[src/rtl/timer_pkg.sv]
// Shared constants and state encoding for the two-mode minutes:seconds counter.
package timer_pkg;

   localparam int W       = 8;
   localparam int MAX_MSB = 99;
   localparam int MAX_LSB = 59;

   typedef enum logic [1:0] {
      ST_IDLE    = 2'd0,
      ST_RUNNING = 2'd1,
      ST_PAUSED  = 2'd2,
      ST_DONE    = 2'd3
   } state_e;

endpackage

[src/rtl/mod_updown_counter.sv]
// Modulo-MOD up/down counter with load; wrap flags the carry (up) or borrow (down).
module mod_updown_counter #(
   parameter int MOD = 60,
   parameter int W   = 8
) (
   input  logic         clk,
   input  logic         rst_n,
   input  logic         en,
   input  logic         up,
   input  logic         ld,
   input  logic [W-1:0] d,
   output logic [W-1:0] q,
   output logic         wrap
);

   localparam logic [W-1:0] TOP = W'(MOD - 1);

   logic [W-1:0] q_d;

   always_comb begin
      wrap = en && (up ? (q == TOP) : (q == '0));
   end

   always_comb begin
      q_d = q;
      if (ld) begin
         q_d = d;
      end else if (en) begin
         if (up) q_d = wrap ? '0 : q + W'(1);
         else    q_d = wrap ? TOP : q - W'(1);
      end
   end

   always_ff @(posedge clk) begin
      if (!rst_n) q <= '0;
      else        q <= q_d;
   end

endmodule

[src/rtl/two_mode_time_counter.sv]
// Minutes:seconds time source: mode A counts up from 00:00, mode B counts down from a preset.
//
// state      | meaning
// ST_IDLE    | value held, ModeActive follows ModeSel, presets may be loaded
// ST_RUNNING | counting one second per edge in the latched mode
// ST_PAUSED  | value frozen, presets may be loaded, Start resumes
// ST_DONE    | terminal value reached and held; only Clear or Load leave
module two_mode_time_counter
   import timer_pkg::*;
#(
   parameter int W       = timer_pkg::W,
   parameter int MAX_MSB = timer_pkg::MAX_MSB,
   parameter int MAX_LSB = timer_pkg::MAX_LSB
) (
   input  logic         CLK_1Hz,
   input  logic         Reset_n,
   input  logic         ModeSel,
   input  logic         Start,
   input  logic         Pause,
   input  logic         Clear,
   input  logic         Load,
   input  logic [W-1:0] PresetMSB,
   input  logic [W-1:0] PresetLSB,
   output logic [W-1:0] MSB,
   output logic [W-1:0] LSB,
   output logic         Stopped,
   output logic         ModeActive,
   output logic         Done
);

   localparam logic [W-1:0] MSB_TOP = W'(MAX_MSB);
   localparam logic [W-1:0] LSB_TOP = W'(MAX_LSB);

   state_e       state_q, state_d;
   logic         mode_q, mode_d;
   logic         stopped_q, done_q;
   logic [W-1:0] msb_q, lsb_q;
   logic [W-1:0] ld_msb, ld_lsb;
   logic         cnt_en, cnt_ld;
   logic         sec_wrap, min_wrap_unused;
   logic         at_term, next_term;

   // at_term stops an already-terminal start without moving; next_term flags the final count edge
   always_comb begin
      at_term   = mode_q ? (msb_q == '0 && lsb_q == '0)
                         : (msb_q == MSB_TOP && lsb_q == LSB_TOP);
      next_term = mode_q ? (msb_q == '0 && lsb_q == W'(1))
                         : (msb_q == MSB_TOP && lsb_q == LSB_TOP - W'(1));
   end

   always_comb begin
      cnt_ld = Clear || (Load && state_q != ST_RUNNING);
      ld_msb = '0;
      ld_lsb = '0;
      if (!Clear) begin
         ld_msb = (PresetMSB > MSB_TOP) ? MSB_TOP : PresetMSB;
         ld_lsb = (PresetLSB > LSB_TOP) ? LSB_TOP : PresetLSB;
      end
      cnt_en = !Clear && state_q == ST_RUNNING && !Pause && !at_term;
   end

   always_comb begin
      state_d = state_q;
      if (Clear) begin
         state_d = ST_IDLE;
      end else begin
         case (state_q)
            ST_IDLE, ST_PAUSED: if (!Load && !Pause && Start) state_d = ST_RUNNING;
            ST_RUNNING: begin
               if (Pause)                     state_d = ST_PAUSED;
               else if (at_term || next_term) state_d = ST_DONE;
            end
            ST_DONE:    if (Load) state_d = ST_IDLE;
            default:    state_d = ST_IDLE;
         endcase
      end
      mode_d = (Clear || state_q == ST_IDLE) ? ModeSel : mode_q;
   end

   always_ff @(posedge CLK_1Hz) begin
      if (!Reset_n) begin
         state_q   <= ST_IDLE;
         mode_q    <= 1'b0;
         stopped_q <= 1'b1;
         done_q    <= 1'b0;
      end else begin
         state_q   <= state_d;
         mode_q    <= mode_d;
         stopped_q <= (state_d != ST_RUNNING);
         done_q    <= (state_d == ST_DONE) && (state_q != ST_DONE);
      end
   end

   mod_updown_counter #(.MOD(MAX_LSB + 1), .W(W)) u_sec (
      .clk   (CLK_1Hz),
      .rst_n (Reset_n),
      .en    (cnt_en),
      .up    (!mode_q),
      .ld    (cnt_ld),
      .d     (ld_lsb),
      .q     (lsb_q),
      .wrap  (sec_wrap)
   );

   mod_updown_counter #(.MOD(MAX_MSB + 1), .W(W)) u_min (
      .clk   (CLK_1Hz),
      .rst_n (Reset_n),
      .en    (sec_wrap),
      .up    (!mode_q),
      .ld    (cnt_ld),
      .d     (ld_msb),
      .q     (msb_q),
      .wrap  (min_wrap_unused)
   );

   assign MSB        = msb_q;
   assign LSB        = lsb_q;
   assign Stopped    = stopped_q;
   assign ModeActive = mode_q;
   assign Done       = done_q;

endmodule

[config.mk]
export PLATFORM = sky130hd
export DESIGN_NAME = two_mode_time_counter
export DESIGN_NICKNAME = d
export VERILOG_FILES = /design/src/rtl/timer_pkg.sv /design/src/rtl/mod_updown_counter.sv /design/src/rtl/two_mode_time_counter.sv
export SDC_FILE = /design/constraint.sdc
export NUM_CORES = 1
export LEC_CHECK = 0
export ABC_AREA = 1
export CAP_MARGIN = 10
export CORE_AREA = 2 2 45 88
export DETAILED_ROUTE_END_ITERATION = 12
export DIE_AREA = 0 0 47 90
export DONT_BUFFER_PORTS = 1
export PLACE_DENSITY = 0.66
export SYNTH_ARGS = -nofsm -noshare
export SYNTH_HDL_FRONTEND = slang
export SYNTH_SLANG_ARGS = --single-unit
[constraint.sdc]
create_clock -name CLK_1Hz -period 2.1 [get_ports CLK_1Hz]
set_input_delay 0.315 -clock CLK_1Hz [delete_from_list [all_inputs] [get_ports CLK_1Hz]]
set_output_delay 0.315 -clock CLK_1Hz [all_outputs]
set_load 0.1 [all_outputs]
==> impl_metrics.toml <==
[die]
fp.coreArea_um2 = 3570
die_h_um = 90
dieArea_um2 = 4230
num_rows = 31
die_w_um = 47
io_pins = 42
start_util_pct = 50.8

[setup_path]
end_kind = "register"
r2r_end = "u_min.q[1]$_SDFFE_PN0P_"
rrSetupSlack_ns = 0.32
cp-endpoint = "u_min.q[1]$_SDFFE_PN0P_"
r2r_cells = 11
cp_num_buf_inv = 2
critical_path_class = "register to register"
path_max_fanout = 7
cp.required_ns = 2.26
r2r-start = "u_sec.q[0]$_SDFFE_PN0P_"
start_kind = "register"
slowest_stage = "dfxtp_2"
cp-startpoint = "u_sec.q[0]$_SDFFE_PN0P_"
cp_top_family = "simple AND/OR/NAND/NOR gates"
path_cells = "inv_1 > ha_1 > inv_1 > nor2_1 > nand3_1 > nand2_1 > nand4_1 > nand2_1 > nand2_1 > nor2_1 > nor2_1"
critPathMaxStageDelay_ns = 0.36
arrival_ns = 1.94
worst-path-stages = 11

[placed_design]
portBuffers = 0
gp_congestion = 0.965
pre_cts_ws_ns = 0.352
dpl.hpwl_mm = 4.22

[cells_and_area]
drive_gt1_share_pct = 16.0
area_growth_pct = 13.7
nNetsFinal = 344
antennaDiodeCount = 0
fillers = 382

[routing]
routedWlPerCell_um = 14.5
wl_met2_mm = 2.98
drc_errors = 0
post_drt_via_cell_ratio = 5.39
dr_wl_met3_um = 142
firstDrtPassIters = 4
dr.first_iter.drc_count = 51
wl_mm = 5.22
top_layer = "met4"
ant_nets = 0
m1WireLength_mm = 1.84
num_vias = 1947

[synthesis]
ys_seq_area_share_pct = 23.2
synthCells = 291
synth_area_um2 = 1810
ys_ff_latch = 21
ys_warn_count = 0
synth_fp_nets = 322
yosysUniqueCellTypes = 35
postSynthAreaPerCell_um2 = 6.23

[timing]
rsz0062_at_grt = "no"
layout_min_cycle_time_ns = 1.78
skew_ns = 0.00251
fmax_mhz = 563
drv_slew = 0
finalHoldViolCount = 0
setup_viol = 0
setup_tns_ns = 0
finalCritPeriodShare_pct = 84.6
relSlewSlack_pct = 66.0
worst_slack_ns = 0.324
worstMarginPinSlew_ns = 0.506

[global_route]
overflow = 0
antenna_found_initial = 0
grt_first_pass_wirelength_mm = 8.31
gr-usage-all-layers_pct = 26.7
grt_max_degree = 14
grt_pass1_vias = 1958

[clock_network]
cts-root-buf = "clkbuf_8"
cts_sinks = 21
hold_buffers = 0
cts_buffers = 3
clk_pin_slew_ns = 0.08
cts_resized = 0
cts_buffer_depth = 2
cts_tree = "built"
clock_latency_ns = 0.27
htree_levels = 1
postCtsSetupBuffers = 0

[min_path]
min_delay_path_depth = 2
hp-class = "input pin to register"

[power]
p_leak_nw = 0.921
power_density_nw_per_um2 = 557
ir_drop_v = 0.000410

[run_status]
outcome = "completed"

[flow_run]
drv_cap = 0
## cells in the final DEF, fill, tap and decap left out, types with 3 or more instances in the layout
cell and n:
nand2_1 63, nand4_1 6, buf_4 23, nor3_1 5, dfxtp_2 7, nor2_2 3
nor2_1 38, inv_2 3, xor2_1 8, a21oi_1 15, a31oi_1 6, nand2_2 4
o21ai_0 32, clkbuf_8 3, dfxtp_1 14, nand3_1 19, o21bai_1 3, inv_1 34
ha_1 8
## cells by family after synthesis
family,Yosys count,share of synthesized area [%]
fa+ha+maj,8,5.52
flops,21,23.2
simple gates,148,38.6
buf+inv,43,9.79
xor+xnor,8,3.86
compound gates,63,19.1
## worst reg2reg max path, delay by kind of cell (launching register included)
kind	cells	cell delay, ns
buf+inv	2	0.20
flops	1	0.36
simple gates	8	0.92
fa+ha+maj	1	0.19
## area by class of cell
cell class                      instances  area [µm²]  share of cell area [%]
Clock buffer                            4        45.0                    2.18
Sequential cell                        21         429                    20.8
Timing Repair Buffer                   23         173                    8.37
Inverter                               37         139                    6.73
Multi-Input combinational cell        227        1220                    58.9
Tap cell                               49        61.3                    2.97
## report_power, final
group	leakage, nW	internal (mW)	switching, mW
combinational	0.724	0.115	0.306
clock	0.0228	0.136	0.138
sequential	0.174	0.420	0.0361
## worst min path at each step
| stage | from | to | slack (ns) |
|---|---|---|---|
| after floorplan | Reset_n | u_sec.q[2]$_SDFFE_PN0P_ | 0.45 |
| after global placement | Reset_n | u_sec.q[3]$_SDFFE_PN0P_ | 0.45 |
| after detailed placement | Reset_n | u_sec.q[3]$_SDFFE_PN0P_ | 0.45 |
| after CTS | Reset_n | u_sec.q[3]$_SDFFE_PN0P_ | 0.17 |
| after global routing | Reset_n | u_sec.q[3]$_SDFFE_PN0P_ | 0.18 |
| final | Reset_n | u_sec.q[3]$_SDFFE_PN0P_ | 0.17 |
## layer usage
metal | vias to the layer above | track usage, %
met3 | 17 | 2.01
li1 | 997 | -
met4 | 0 | 13.9
met5 | - | 0
met2 | 45 | 51.0
met1 | 888 | 24.5
## sequential cells by signal, indices dropped and copies added (netlist names)
register,cells
ModeActive,1
u_min.q,8
Stopped,1
state_q,2
Done,1
u_sec.q,8
## synth_stat cells, drive strengths merged
master  count  area, µm²
nand3b      1       7.51
ha          8        100
nand2      68        273
nor3        5       25.0
nor2       44        213
buf         4       31.3
a31oi       6       37.5
o211a       1       10.0
nand4       6       37.5
dfxtp      21        420
o31ai       2       15.0
o211ai      1       7.51
clkbuf      2       7.51
xor2        8       70.1
nor3b       1       12.5
o21ai      33        165
o22ai       1       6.26
o21a        1       7.51
inv        37        139
nand3      20        113
and3        1       6.26
a21oi      15       75.1
nor4        1       6.26
or2         1       6.26
o21bai      3       22.5
## metrics by stage
stage / cell area [µm²] / instances / power (mW) / hold slack, ns / util [%]
after floorplan: 1820 / 291 / 0.795 / 0.446 / -
after global placement: 2020 / 357 / 0.880 / 0.452 / 56.6
after detailed placement: 2020 / 357 / 0.881 / 0.454 / 56.6
after CTS: 2060 / 361 / 1.16 / 0.171 / 57.8
after global routing: 2060 / 361 / 1.21 / 0.180 / 57.8
final: 2060 / 361 / 1.15 / 0.172 / 57.8
No activity file was read; power rests on OpenSTA's default activity.
